==> config.mk <==
export PLATFORM = sky130hd
export DESIGN_NAME = ins_fetch_q_flat
export DESIGN_NICKNAME = d
export VERILOG_FILES = /design/src/rtl/ins_fetch_q_if.sv /design/src/rtl/ins_fetch_q.sv /design/src/flat_wrapper.sv
export SDC_FILE = /design/constraint.sdc
export NUM_CORES = 1
export LEC_CHECK = 0
export CORE_MARGIN = 2
export CORE_UTILIZATION = 45
export DETAILED_ROUTE_END_ITERATION = 10
export GPL_TIMING_DRIVEN = 0
export PLACE_DENSITY = 0.67
export SLEW_MARGIN = 10
export SYNTH_ARGS = -nofsm -noshare
export SYNTH_HDL_FRONTEND = slang
export SYNTH_SLANG_ARGS = --single-unit
==> constraint.sdc <==
create_clock -name clk -period 7.7 [get_ports clk]
set_input_delay 1.155 -clock clk [delete_from_list [all_inputs] [get_ports clk]]
set_output_delay 1.155 -clock clk [all_outputs]
set_load 0.01 [all_outputs]
==> src/rtl/ins_fetch_q_if.sv <==
// I-cache, branch-resolve, predictor and decoder-side signals of the queued instruction fetcher.
// The master modport is the fetcher; the slave modport is its surroundings.
interface ins_fetch_q_if #(
    parameter int QDEPTH = 4
);
    logic                      ic_req_o;
    logic [31:0]               ic_pc_o;
    logic                      ic_vld_i;
    logic [31:0]               ic_ins_i;

    logic                      br_flag_i;
    logic                      br_abr_i;
    logic [31:0]               br_tpc_i;
    logic [31:0]               br_cbt_i;

    logic [31:0]               bp_pc_o;
    logic                      bp_br_i;
    logic                      bp_en_o;
    logic                      bp_abr_o;
    logic [31:0]               bp_tpc_o;

    logic                      is_vld_o;
    logic                      is_rdy_i;
    logic [31:0]               is_ins_o;
    logic [31:0]               is_pc_o;
    logic                      is_ic_o;
    logic                      is_pbr_o;
    logic [$clog2(QDEPTH):0]   q_cnt_o;

    modport master (
        output ic_req_o, ic_pc_o,
        input  ic_vld_i, ic_ins_i,
        input  br_flag_i, br_abr_i, br_tpc_i, br_cbt_i,
        output bp_pc_o, bp_en_o, bp_abr_o, bp_tpc_o,
        input  bp_br_i,
        output is_vld_o, is_ins_o, is_pc_o, is_ic_o, is_pbr_o, q_cnt_o,
        input  is_rdy_i
    );

    modport slave (
        input  ic_req_o, ic_pc_o,
        output ic_vld_i, ic_ins_i,
        output br_flag_i, br_abr_i, br_tpc_i, br_cbt_i,
        input  bp_pc_o, bp_en_o, bp_abr_o, bp_tpc_o,
        output bp_br_i,
        input  is_vld_o, is_ins_o, is_pc_o, is_ic_o, is_pbr_o, q_cnt_o,
        output is_rdy_i
    );
endinterface

==> src/rtl/ins_fetch_q.sv <==
// Queued instruction fetcher: drives the I-cache, predecodes RV32I/RV32C control flow and
// buffers fetched instructions in a small FIFO ahead of the decoder.
module ins_fetch_q #(
    parameter int          QDEPTH   = 4,
    parameter logic [31:0] RESET_PC = 32'h0,
    parameter int          ENABLE_C = 1
) (
    input  logic              clk,
    input  logic              rst,
    input  logic              en,
    ins_fetch_q_if.master     bus
);
    localparam int AW = $clog2(QDEPTH);
    localparam int CW = AW + 1;
    localparam logic [CW-1:0] FULL = CW'(QDEPTH);

    typedef enum logic [1:0] {IDLE, WAIT, DROP} state_t;

    state_t          state;
    logic [31:0]     pc;
    logic [31:0]     drop_pc;
    logic [AW-1:0]   rd_ptr;
    logic [AW-1:0]   wr_ptr;
    logic [CW-1:0]   cnt;

    logic [31:0]     q_ins [QDEPTH];
    logic [31:0]     q_pc  [QDEPTH];
    logic            q_ic  [QDEPTH];
    logic            q_pbr [QDEPTH];

    logic            req;
    logic            accept;
    logic            pop;
    logic            is_c;
    logic [31:0]     ins;
    logic [31:0]     ic_pc;
    logic [31:0]     next_pc;
    logic [31:0]     imm_cj, imm_cb, imm_j, imm_b;

    assign ins    = bus.ic_ins_i;
    assign ic_pc  = (state == DROP) ? drop_pc : pc;
    assign req    = en & ~rst & ((state != IDLE) | (cnt != FULL));
    assign accept = req & bus.ic_vld_i & (state != DROP) & ~bus.br_flag_i;
    assign pop    = en & bus.is_vld_o & bus.is_rdy_i;

    assign imm_cj = {{21{ins[12]}}, ins[8], ins[10:9], ins[6], ins[7], ins[2], ins[11], ins[5:3], 1'b0};
    assign imm_cb = {{24{ins[12]}}, ins[6:5], ins[2], ins[11:10], ins[4:3], 1'b0};
    assign imm_j  = {{12{ins[31]}}, ins[19:12], ins[20], ins[30:21], 1'b0};
    assign imm_b  = {{20{ins[31]}}, ins[7], ins[30:25], ins[11:8], 1'b0};

    // jalr, c.jr and c.jalr fall through to the sequential PC; the ROB redirects them.
    always_comb begin
        // NOTE: every variable gets a default first so no path leaves it unassigned (no latch).
        is_c    = (ENABLE_C != 0) && (ins[1:0] != 2'b11);
        next_pc = pc + (is_c ? 32'd2 : 32'd4);
        if (is_c) begin
            if (ins[1:0] == 2'b01 && ins[14:13] == 2'b01)
                next_pc = pc + imm_cj;
            else if (ins[1:0] == 2'b01 && ins[15:14] == 2'b11 && bus.bp_br_i)
                next_pc = pc + imm_cb;
        end else if (ins[6:0] == 7'b1101111) begin
            next_pc = pc + imm_j;
        end else if (ins[6:0] == 7'b1100011 && bus.bp_br_i) begin
            next_pc = pc + imm_b;
        end
    end

    // NOTE: state registers use non-blocking assignments so every flop samples pre-edge values.
    always_ff @(posedge clk) begin
        if (rst) begin
            state   <= IDLE;
            pc      <= RESET_PC;
            drop_pc <= RESET_PC;
            rd_ptr  <= '0;
            wr_ptr  <= '0;
            cnt     <= '0;
        end else if (en) begin
            if (bus.br_flag_i) begin
                rd_ptr <= '0;
                wr_ptr <= '0;
                cnt    <= '0;
                pc     <= bus.br_cbt_i;
                case (state)
                    WAIT: begin
                        if (bus.ic_vld_i) begin
                            state <= IDLE;
                        end else begin
                            state   <= DROP;
                            drop_pc <= pc;
                        end
                    end
                    DROP:    if (bus.ic_vld_i) state <= IDLE;
                    default: state <= IDLE;
                endcase
            end else begin
                if (accept) begin
                    pc     <= next_pc;
                    wr_ptr <= wr_ptr + 1'b1;
                    state  <= IDLE;
                end else if (state == DROP && bus.ic_vld_i) begin
                    state <= IDLE;
                end else if (state == IDLE && req && !bus.ic_vld_i) begin
                    state <= WAIT;
                end
                if (pop)
                    rd_ptr <= rd_ptr + 1'b1;
                if (accept != pop)
                    cnt <= accept ? cnt + 1'b1 : cnt - 1'b1;
            end
        end
    end

    // NOTE: FIFO storage has no reset; the count alone says which entries are meaningful.
    always_ff @(posedge clk) begin
        if (accept) begin
            q_ins[wr_ptr] <= ins;
            q_pc[wr_ptr]  <= pc;
            q_ic[wr_ptr]  <= is_c;
            q_pbr[wr_ptr] <= bus.bp_br_i;
        end
    end

    assign bus.ic_req_o = req;
    assign bus.ic_pc_o  = ic_pc;
    assign bus.bp_pc_o  = ic_pc;
    assign bus.bp_en_o  = bus.br_flag_i;
    assign bus.bp_abr_o = bus.br_abr_i;
    assign bus.bp_tpc_o = bus.br_tpc_i;
    assign bus.is_vld_o = (cnt != '0);
    assign bus.is_ins_o = q_ins[rd_ptr];
    assign bus.is_pc_o  = q_pc[rd_ptr];
    assign bus.is_ic_o  = q_ic[rd_ptr];
    assign bus.is_pbr_o = q_pbr[rd_ptr];
    assign bus.q_cnt_o  = cnt;
endmodule

==> src/flat_wrapper.sv <==
// flat-port wrapper written by rule: the top's interface ports become plain ports
module ins_fetch_q_flat 
#(
    parameter int          QDEPTH   = 4,
    parameter logic [31:0] RESET_PC = 32'h0,
    parameter int          ENABLE_C = 1
)
  (clk, rst, en, bus_ic_req_o, bus_ic_pc_o, bus_ic_vld_i, bus_ic_ins_i, bus_br_flag_i, bus_br_abr_i, bus_br_tpc_i, bus_br_cbt_i, bus_bp_pc_o, bus_bp_en_o, bus_bp_abr_o, bus_bp_tpc_o, bus_bp_br_i, bus_is_vld_o, bus_is_ins_o, bus_is_pc_o, bus_is_ic_o, bus_is_pbr_o, bus_q_cnt_o, bus_is_rdy_i);
  ins_fetch_q_if #(.QDEPTH(QDEPTH)) bus_i ();
  input  logic clk;
  input  logic rst;
  input  logic en;
  output wire logic [$bits(bus_i.ic_req_o)-1:0] bus_ic_req_o;
  output wire logic [$bits(bus_i.ic_pc_o)-1:0] bus_ic_pc_o;
  input wire logic [$bits(bus_i.ic_vld_i)-1:0] bus_ic_vld_i;
  input wire logic [$bits(bus_i.ic_ins_i)-1:0] bus_ic_ins_i;
  input wire logic [$bits(bus_i.br_flag_i)-1:0] bus_br_flag_i;
  input wire logic [$bits(bus_i.br_abr_i)-1:0] bus_br_abr_i;
  input wire logic [$bits(bus_i.br_tpc_i)-1:0] bus_br_tpc_i;
  input wire logic [$bits(bus_i.br_cbt_i)-1:0] bus_br_cbt_i;
  output wire logic [$bits(bus_i.bp_pc_o)-1:0] bus_bp_pc_o;
  output wire logic [$bits(bus_i.bp_en_o)-1:0] bus_bp_en_o;
  output wire logic [$bits(bus_i.bp_abr_o)-1:0] bus_bp_abr_o;
  output wire logic [$bits(bus_i.bp_tpc_o)-1:0] bus_bp_tpc_o;
  input wire logic [$bits(bus_i.bp_br_i)-1:0] bus_bp_br_i;
  output wire logic [$bits(bus_i.is_vld_o)-1:0] bus_is_vld_o;
  output wire logic [$bits(bus_i.is_ins_o)-1:0] bus_is_ins_o;
  output wire logic [$bits(bus_i.is_pc_o)-1:0] bus_is_pc_o;
  output wire logic [$bits(bus_i.is_ic_o)-1:0] bus_is_ic_o;
  output wire logic [$bits(bus_i.is_pbr_o)-1:0] bus_is_pbr_o;
  output wire logic [$bits(bus_i.q_cnt_o)-1:0] bus_q_cnt_o;
  input wire logic [$bits(bus_i.is_rdy_i)-1:0] bus_is_rdy_i;
  assign bus_ic_req_o = bus_i.ic_req_o;
  assign bus_ic_pc_o = bus_i.ic_pc_o;
  assign bus_i.ic_vld_i = bus_ic_vld_i;
  assign bus_i.ic_ins_i = bus_ic_ins_i;
  assign bus_i.br_flag_i = bus_br_flag_i;
  assign bus_i.br_abr_i = bus_br_abr_i;
  assign bus_i.br_tpc_i = bus_br_tpc_i;
  assign bus_i.br_cbt_i = bus_br_cbt_i;
  assign bus_bp_pc_o = bus_i.bp_pc_o;
  assign bus_bp_en_o = bus_i.bp_en_o;
  assign bus_bp_abr_o = bus_i.bp_abr_o;
  assign bus_bp_tpc_o = bus_i.bp_tpc_o;
  assign bus_i.bp_br_i = bus_bp_br_i;
  assign bus_is_vld_o = bus_i.is_vld_o;
  assign bus_is_ins_o = bus_i.is_ins_o;
  assign bus_is_pc_o = bus_i.is_pc_o;
  assign bus_is_ic_o = bus_i.is_ic_o;
  assign bus_is_pbr_o = bus_i.is_pbr_o;
  assign bus_q_cnt_o = bus_i.q_cnt_o;
  assign bus_i.is_rdy_i = bus_is_rdy_i;
  ins_fetch_q #(.QDEPTH(QDEPTH), .RESET_PC(RESET_PC), .ENABLE_C(ENABLE_C)) u_core (.clk(clk), .rst(rst), .en(en), .bus(bus_i));
endmodule
**After elaboration in Yosys (flattened, before gate mapping)**

Memory sizes are Yosys's and may differ from the RTL's. A register that Yosys moved wholly into a read port is not among the register bits.
Index checks and enable logic that the tools add are counted.

- Register bits after elaboration: 73
- Memory bits (writable): 264
- Bits of input ports: 104
- Output and inout port bits: 169
- Logic and storage cells: 95
- Memories: 4

Memory list:

| memory | words | width | read ports | clocked after Yosys merged registers in | wr ports | RTL line | source |
|---|---|---|---|---|---|---|---|
| u_core.q_ins | 4 | 32 | 1 | 1 | 1 | ins_fetch_q.sv:26 | `logic [31:0] q_ins [QDEPTH];` |
| u_core.q_pc | 4 | 32 | 1 | 1 | 1 | ins_fetch_q.sv:27 | `logic [31:0] q_pc [QDEPTH];` |
| u_core.q_ic | 4 | 1 | 1 | 1 | 1 | ins_fetch_q.sv:28 | `logic q_ic [QDEPTH];` |
| u_core.q_pbr | 4 | 1 | 1 | 1 | 1 | ins_fetch_q.sv:29 | `logic q_pbr [QDEPTH];` |

- $add $sub $neg: 9
- Equal/unequal tests: 12
- Muxes and demuxes: 33
- Bitwise logic cells: 11
- Reduce and logical (&&, ||, !) cells: 20

Operators with widths:

| operator | number |
|---|---|
| $mux W32 | 8 |
| $add A32 B32 Y32 | 5 |
| $mux W2 | 18 |
| $eq A7 B7 Y1 const B | 2 |
| $mux W3 | 4 |
| $reduce_bool A2 Y1 | 4 |
| $and A1 B1 Y1 | 7 |
| $logic_and A1 B1 Y1 | 7 |
| $eq A2 B1 Y1 const B | 3 |
| $ne A3 B3 Y1 const B | 2 |
| $reduce_and A2 Y1 | 3 |
| $add A2 B1 Y2 const B | 2 |
| $eq A2 B2 Y1 const B | 2 |
| $ne A2 B2 Y1 const B | 2 |
| $pmux W2 S2 | 1 |
| $reduce_and A4 Y1 | 1 |
| $reduce_bool A4 Y1 | 1 |
| $add A3 B1 Y3 const B | 1 |
| $not A1 Y1 | 3 |
| $reduce_and A3 Y1 | 1 |
| $reduce_bool A3 Y1 | 1 |
| $sub A3 B1 Y3 const B | 1 |
| $logic_not A2 Y1 | 1 |
| $mux W1 | 2 |
| 3 further kinds | 3 |

**Depth between registers and ports, before layout**

Gate-level depths: netlist of the first run.

- Depth in word-level cells: 9
- Depth in mapped cells: 16
- Gate-level depth less buffers: 13

**Least setup slack after synthesis of the first run**

OpenSTA, ideal clock, no wires.

- Kind: input to register
- Start point: input en
- End point: memory u_core.q_ic[0] (enable)
- Setup time: 0.432 ns
- Data arrival time: 4.287 ns
- Data required time: 7.268 ns
- Setup slack: 2.982 ns
- Stages: 8
- Buffers on the path: 2
- Cells stage by stage: inv_1 -> a211oi_1 -> and3b_1 -> nor2_1 -> nor2_2 -> clkbuf_8 -> clkbuf_1 -> and3_1

- Longest elaborated chain between the ends: 7

Ends and longest elaborated chain:

| what | RTL line | source |
|---|---|---|
| start: declaration | flat_wrapper.sv:12 | `input logic en;` |
| $and A1 B1 Y1 (2 in a row) | ins_fetch_q.sv:42 | `assign req = en & ~rst & ((state != IDLE) \| (cnt != FULL));` |
| via bus_ic_req_o | flat_wrapper.sv:13 | `output wire logic [$bits(bus_i.ic_req_o)-1:0] bus_ic_req_o;` |
| $and A1 B1 Y1 (3 in a row) | ins_fetch_q.sv:43 | `assign accept = req & bus.ic_vld_i & (state != DROP) & ~bus.br_flag_i;` |
| $mux W1 | ins_fetch_q.sv:115 | `if (accept) begin` |
| $mux W1 (not written as such) | ins_fetch_q.sv:118 | `q_ic[wr_ptr] <= is_c;` |
| end: declaration | ins_fetch_q.sv:28 |  |

The timed path passes the listed nets, and every way through them passes these cells.

**Worst setup path after layout of the first run**

- Start point: input bus_ic_ins_i[1]
- End point: register u_core.pc[27]

- Longest elaborated chain between the ends: 8
- Elaborated cells on any way between the ends: 17
- Those cells by class: add/sub: 1; eq/ne: 4; mux: 8; reduce/logical: 4

Ends and longest elaborated chain:

| what | RTL line | source |
|---|---|---|
| start: declaration | flat_wrapper.sv:16 | `input wire logic [$bits(bus_i.ic_ins_i)-1:0] bus_ic_ins_i;` |
| $ne A2 B2 Y1 * | ins_fetch_q.sv:54 | `is_c = (ENABLE_C != 0) && (ins[1:0] != 2'b11);` |
| via u_core.is_c | ins_fetch_q.sv:34 | `logic is_c;` |
| $mux W3 | ins_fetch_q.sv:55 | `next_pc = pc + (is_c ? 32'd2 : 32'd4);` |
| $add A32 B32 Y32 | ins_fetch_q.sv:55 |  |
| $mux W32, on equally long branches | ins_fetch_q.sv:63, ins_fetch_q.sv:59 |  |
| $mux W32, on equally long branches | ins_fetch_q.sv:61, ins_fetch_q.sv:57 |  |
| $mux W32 * | ins_fetch_q.sv:56 | `if (is_c) begin` |
| $mux W32 * | ins_fetch_q.sv:96 | `if (accept) begin` |
| $mux W32 * | ins_fetch_q.sv:78 | `if (bus.br_flag_i) begin` |
| end signal: assignment | ins_fetch_q.sv:82 | `pc <= bus.br_cbt_i;` |
| end signal: assignment | ins_fetch_q.sv:97 | `pc <= next_pc;` |
| end: declaration | ins_fetch_q.sv:20 | `logic [31:0] pc;` |

Mark *: on every way through the listed nets, which the timed path passes. The rest lies on a longest branch. The select of a mux whose other input is x is not followed.
A chain may end at the register's enable or synchronous reset.

==> results of run 1 <==
==> registers in the layout, indices dropped and copies added (netlist names), named ones only <==
| register | flops |
|---|---|
| u_core.q_ins | 128 |
| u_core.q_pc | 128 |
| u_core.drop_pc | 32 |
| u_core.pc | 32 |
| u_core.q_ic | 4 |
| u_core.q_pbr | 4 |
| u_core.bus.q_cnt_o | 3 |
| u_core.rd_ptr | 2 |
| u_core.state | 2 |
| u_core.wr_ptr | 2 |
==> Yosys cell counts, types with 11 or more instances <==
library cell  number  area (um^2)
edfxtp_1         264         7930
a21oi_1          172          861
nand2_1          171          642
nor2_1           108          405
ha_1              83         1040
o21ai_0           80          400
dfxtp_1           75         1500
clkbuf_1          73          274
buf_4             68          510
mux4_2            66         1490
nand3_1           48          240
xnor2_1           45          394
a21o_1            37          278
xor2_1            37          324
a211oi_1          35          263
mux2_2            32          360
nor3_1            32          160
inv_1             31          116
nand4_1           28          175
and3_1            23          144
o22ai_1           20          125
a31oi_1           19          119
buf_2             18         90.1
a221oi_1          17          149
o221ai_1          16          140
o21ai_1           15         75.1
buf_1             14         52.6
o21bai_1          14          105
o211ai_1          13         97.6
mux2i_1           12          120
nor2b_1           11         68.8
==> path summary, 6_finish.rpt <==
check	end	slack (ns)	cells after the start
max	u_core.pc[27]	0.91	15
min	u_core.drop_pc[30]	0.45	2
min reg2reg	u_core.drop_pc[30]	0.45	2
max reg2reg	u_core.pc[27]	3.47	11
==> power by group <==
part	switching (mW)	internal (mW)
sequential	0.0685	2.00
clock	0.734	0.974
combinational	0.535	0.383
==> area by class of cell <==
cell class / instances / area [um^2]
clock inverter: 19 / 188
buffer: 184 / 1060
timing repair buffer: 243 / 2500
sequential: 339 / 9430
multi-input combinational: 1310 / 9810
fill: 3899 / 20300
tap: 600 / 751
clock buffer: 46 / 970
inverter: 33 / 124
==> per-layer routing <==
metal,track usage,vias up,share of wire
met1,0.427,8391,0.43
met5,0,-,0
met3,0.0460,141,0.086
met2,0.473,921,0.45
met4,0.105,0,0.034
li1,-,7680,-
==> critical path: cells and delay by family <==
kind | cells | cell delay [ns]
and+or+nand+nor | 7 | 2.67
AOI/OAI and AO/OA | 2 | 0.36
adders and majority gates | 2 | 0.61
xor gates and xnor gates | 1 | 0.33
buffers and inverters | 3 | 2.10
==> through the flow <==
stage               std cells  hold slack, ns
finish                   2774           0.453
floorplan                1866           0.433
global route             2774           0.475
detailed placement       2709           0.446
global placement         2705           0.438
CTS                      2774           0.455
==> logic make-up after synthesis <==
group,Yosys count,synth area share
and+or+nand+nor,502,0.122
muxes,111,0.0970
xor gates and xnor gates,82,0.0352
buffers and inverters,217,0.0581
AOI/OAI and AO/OA,527,0.170
adders and majority gates,88,0.0558
DFF,339,0.462
==> results by group, run 1 <==
Status
  – Status: finished, final reports clean

Die
  – Row Count: 78
  – Initial Utilization: 0.452
  – Die X: 217 um
  – Core area: 0.0451 mm^2
  – Area of the die: 0.0471 mm^2
  – Ports: 273
  – Die Ht: 217 um

Final layout
  – Core Util, Final: 0.551
  – Total Nets Final: 2339
  – Commonest non-fill, non-tap cell in the layout: edfxtp_1
  – Final instance area: 0.0248 mm^2
  – Layout area overhead: 21.7%
  – Most frequent cells in the layout: edfxtp_1 (264), clkdlybuf4s50_1 (238), a21oi_1 (172), nand2_1 (171), nor2_1 (108)
  – Final antenna diode count: 0
  – Layout cells sized above 1: 0.140

Timing
  – RSZ-0062 raised after global routing: no
  – # setup viols final: 0
  – Slew margin rel.: 0.165
  – Fmax: 0.147 GHz
  – Worst slew pin tran: 1.25 ns
  – Clock Skew: 0.0197 ns
  – Setup TNS: 0 ns
  – Final setup margin: 0.913 ns
  – Tcrit/Tclk final: 0.881
  – Final hold viol count: 0
  – Max Slew Vio Count: 0
  – Final Critical Period: 6.79 ns

Logic synthesis
  – Mapped Area: 0.0204 mm^2
  – Post-synthesis sequential area ratio: 0.462
  – Top FF cell, synth: edfxtp_1
  – Distinct cells, synth: 98
  – EDFF count, synth: 264
  – Async set-reset flop share out of synthesis: 0
  – Yosys warning count: 0
  – Syn nets: 2058
  – Post-synthesis cell count: 1866
  – FF+latch count, synth: 339
  – Mapped Avg Cell Area: 10.9 um^2

Route
  – Routed Antenna Nets: 0
  – DRC viols: 0
  – Drt first pass iters: 6
  – Initial DRC count: 1954
  – Via Count: 17.1k
  – Vias per cell: 6.18
  – Final wirelength: 71.6 mm
  – Routed len/inst: 25.8 um

Setup path
  – Critical Path Fanout Max: 14
  – CP required: 8.15 ns
  – Crit Path Class: input port to flop
  – Worst Setup Start Kind: input port
  – Worst r2r src: u_core.pc[1]
  – Worst Path Arrival: 7.24 ns
  – CP startpoint: bus_ic_ins_i[1]
  – Critical Path Sink Type: flop
  – Max stage delay on crit path: 0.86 ns
  – Slowest CP cell: clkbuf_1
  – Most frequent cell on the critical path: nor4_1
  – Critical-path cell list: clkdlybuf4s50_1, nand2_1, clkbuf_1, clkbuf_1, ha_1, fa_1, nand2_1, or2_1, nor4_1, nand4_1, xor2_1, o21ai_0, nor4_1, nor4_1, o21a_1

Clock tree
  – CTS Sinks: 339
  – Clock Pin Slew Worst Setup and Hold Paths: 0.06 ns
  – Htree depth: 2
  – CTS-repair resized insts: 0
  – Max clock buf depth: 3
  – CTS Buf Count: 36
  – CTS hold repair buffers: 0
  – CTS Root Cell: clkbuf_16
  – Worst-Skew Late Latency: 0.56 ns
  – TritonCTS clock tree: yes
  – Setup bufs post-CTS: 0

Run
  – Max-cap viol count: 0

GRT
  – Largest net degree at the start of global routing: 49
  – First-pass GRT wire length: 106 mm
  – Vias in the first global route: 16.6k
  – Grt ovf: 0
  – Gr usage total: 0.301
  – Initial antenna violation count: 1

Place
  – # port buffers: 239
  – DP Worst Slack: 0.696 ns
  – Post-DP Area: 0.0237 mm^2
  – Gpl congestion: 0.983
  – DP Wirelength: 53.6 mm

Pwr
  – P_leak: 8.78 nW
  – Pwr Total: 4.69 mW
  – Power per Cell Area: 189 mW/mm^2
  – Max rail drop VDD: 0.150 mV

Min path
  – Hold Path Class: flop to flop
  – Hold wc startpoint: u_core.drop_pc[30]
Note: power is estimated with default switching activity, not from simulation.
==> run 2: changes to the inputs <==
--- a/config.mk
+++ b/config.mk
@@ -5,8 +5,10 @@
 export SDC_FILE = /design/constraint.sdc
 export NUM_CORES = 1
 export LEC_CHECK = 0
+export ABC_AREA = 1
 export CORE_MARGIN = 2
 export CORE_UTILIZATION = 45
+export CTS_BUF_LIST = sky130_fd_sc_hd__clkbuf_2 sky130_fd_sc_hd__clkbuf_4 sky130_fd_sc_hd__clkbuf_8
 export DETAILED_ROUTE_END_ITERATION = 10
 export GPL_TIMING_DRIVEN = 0
 export PLACE_DENSITY = 0.67
==> results by group, run 2 <==
Logic synthesis
  – Most frequent cell after synthesis: nand2_1
  – Area contributors post-synth: edfxtp_1 (35%), nand2_1 (14%), dfxtp_1 (6.6%)
  – Mapped Avg Cell Area: 7.24 um^2 (-34%)
  – Yosys warning count: 0 (unchanged)
  – Post-synth top cells: nand2_1 (865), nor2_1 (370), inv_1 (323)
  – Top FF cell, synth: edfxtp_1
  – Area leader, netlist: edfxtp_1
  – Post-synthesis cell count: 3131 (+68%)
  – Synth top area share: 0.349 (-0.0391)
  – FF+latch count, synth: 339 (unchanged)
  – Post-synthesis sequential area ratio: 0.416 (-0.0465)
  – Async set-reset flop share out of synthesis: 0 (unchanged)
  – Mapped Area: 0.0227 mm^2 (+11%)
  – EDFF count, synth: 264 (unchanged)
  – Syn nets: 3323 (+61%)
  – Distinct cells, synth: 46 (-53%)

Die
  – Core area: 0.0500 mm^2 (+11%)
  – Die X: 229 um (+5.3%)
  – Die Ht: 229 um (+5.3%)
  – Area of the die: 0.0522 mm^2 (+11%)
  – Ports: 273 (unchanged)
  – Initial Utilization: 0.454 (+0.00151)
  – Row Count: 82 (+5.1%)

Final layout
  – Most frequent cells in the layout: nand2_1 (865), nor2_1 (366), inv_1 (323), edfxtp_1 (264), nand3_1 (256)
  – Layout cells sized above 1: 0.0726 (-0.0677)
  – Commonest non-fill, non-tap cell in the layout: nand2_1
  – Core Util, Final: 0.547 (-0.00319)
  – Largest registers: u_core.q_ins: 128 flops, u_core.q_pc: 128 flops
  – Layout area overhead: 20.6%
  – Final instance area: 0.0274 mm^2 (+10%)
  – Final Non-Filler Cells: 4156 (+50%)
  – Total Nets Final: 3629 (+55%)

Clock tree
  – Max clock buf depth: 3 (unchanged)
  – CTS hold repair buffers: 0 (unchanged)
  – Worst-Skew Late Latency: 0.67 ns (+0.11 ns)
  – CTS Sinks: 339 (unchanged)
  – CTS Buf Count: 54 (+50%)
  – Setup bufs post-CTS: 0 (unchanged)
  – CTS-repair resized insts: 0 (unchanged)
  – Htree depth: 2 (unchanged)
  – TritonCTS clock tree: yes
  – CTS Root Cell: clkbuf_8
  – Clock Pin Slew Worst Setup and Hold Paths: 0.06 ns (about the same)

GRT
  – First-pass GRT wire length: 137 mm (+29%)
  – Vias in the first global route: 21.8k (+31%)
  – Largest net degree at the start of global routing: 29 (-41%)
  – Gr usage total: 0.349 (+0.0476)
  – Initial antenna violation count: 5 (+4)
  – Grt ovf: 0 (unchanged)

Pwr
  – P_leak: 11.9 nW (+36%)
  – Pwr Total: 4.76 mW (+1.4%)
  – Power per Cell Area: 174 mW/mm^2 (-7.9%)
  – Max rail drop VDD: 0.144 mV (-4.0%)

Route
  – Final wirelength: 93.3 mm (+30%)
  – DRC viols: 0 (unchanged)
  – Routed len/inst: 22.5 um (-13%)
  – Routed Antenna Nets: 0 (unchanged)
  – Top sig layer: met4
  – Vias per cell: 5.57 (-9.9%)
  – Via Count: 23.1k (+35%)
  – Drt first pass iters: 6 (unchanged)
  – Metal-1 WL: 39.0 mm (+26%)
  – Initial DRC count: 2499 (+28%)
  – DR WL met2: 42.2 mm (+31%)
  – Met3 wire len: 7.78 mm (+26%)

Run
  – Max-cap viol count: 0 (unchanged)

Timing
  – Worst slew pin tran: 1.06 ns (-0.191 ns)
  – Clock Skew: 0.0623 ns (+0.0427 ns)
  – Max Slew Vio Count: 0 (unchanged)
  – Tcrit/Tclk final: 0.773 (-0.108)
  – Fmax: 0.168 GHz (+14%)
  – Slew margin rel.: 0.295 (+0.130)
  – RSZ-0062 raised after global routing: no
  – Final Critical Period: 5.96 ns (-0.831 ns)
  – # setup viols final: 0 (unchanged)
  – Setup TNS: 0 ns (unchanged)
  – Final hold viol count: 0 (unchanged)

Place
  – Gpl congestion: 1.01 (+3.2%)
  – # port buffers: 239 (unchanged)
  – Dpl cells: 4053 (+50%)
  – Post-DP Area: 0.0262 mm^2 (+11%)
  – DP Wirelength: 74.4 mm (+39%)

Setup path
  – Crit Path Class: input port to flop
  – CP required: 8.22 ns (+0.07 ns)
  – Worst Setup Start Kind: input port
  – Worst Path Arrival: 6.47 ns (-0.77 ns)
  – Critical Path Sink Type: flop
  – Critical Path Fanout Max: 11 (-3)

Status
  – Status: finished, final reports clean

Min path
  – Hold Path Class: flop to flop
-- run 2: cell types whose count changed in the layout (fill, tap and decap cells not counted), sizes merged, moves of 24 or more --
cell,delta
nor2,+268
mux2,-33
and3,-24
xnor2,-33
inv,+314
nand3,+207
o22ai,+50
a21o,-35
o21ai,+170
mux4,-66
clkbuf,+25
a211oi,-36
nand2,+703
-- run 2: cell families after synthesis --
group | Yosys count | synth area share
xor+xnor | 43 | 0.0166
fa+ha+maj | 88 | 0.0502
simple gates | 1582 | 0.286
compound gates | 552 | 0.131
buf+inv | 527 | 0.100
flops | 339 | 0.416
-- run 2: final timing paths --
path	startpoint	end	slack (ns)	cells after the start
min reg2reg	u_core.drop_pc[16]	u_core.drop_pc[16]	0.49	2
min	u_core.drop_pc[16]	u_core.drop_pc[16]	0.49	2
max reg2reg	u_core.pc[1]	u_core.pc[19]	4.06	15
max	bus_ic_ins_i[1]	u_core.pc[19]	1.74	19
-- run 2: worst max-delay path, stage by stage --
cell and delay [ns]:
clkdlybuf4s50_1 0.68, nand2_1 0.39, inv_2 0.20, clkbuf_1 0.80
clkbuf_1 0.68, fa_1 0.35, nand3_1 0.33, inv_1 0.23
nand2_1 0.21, nor2_4 0.25, nand2_1 0.12, o21ai_1 0.19
nand3_1 0.20, nand3_1 0.13, nand2_1 0.06, nand2_1 0.07
nand3_1 0.20, nand2_1 0.13, a21oi_1 0.06
-- run 2: area by class of cell --
cell class                      instances  area (um^2)
Fill cell                            4809        22600
Clock inverter                         27          221
Antenna cell                            1         2.50
Tap cell                              672          841
Inverter                              351         1320
Sequential cell                       339         9430
Clock buffer                           75          920
Timing Repair Buffer                  250         2660
Buffer                                176          951
Multi-Input combinational cell       2265        11000
-- run 2: stage by stage --
stage	hold WS, ns	worst slack, ns
2_1_floorplan	0.455	2.55
3_3_place_gp	0.465	-0.263
3_5_place_dp	0.476	1.35
4_1_cts	0.491	2.01
5_1_grt	0.513	1.68
6_report	0.495	1.74
-- run 2: power breakdown --
group | internal (mW) | switching, mW | leakage, nW
clock network | 0.885 | 0.721 | 0.607
logic | 0.398 | 0.686 | 8.26
registers | 2.00 | 0.0728 | 3.08
-- run 2: layer usage --
metal / up-vias / global-route usage
met3: 183 / 0.0435
met4: 0 / 0.155
met5: - / 0
met1: 10900 / 0.472
met2: 1091 / 0.562
li1: 11000 / -
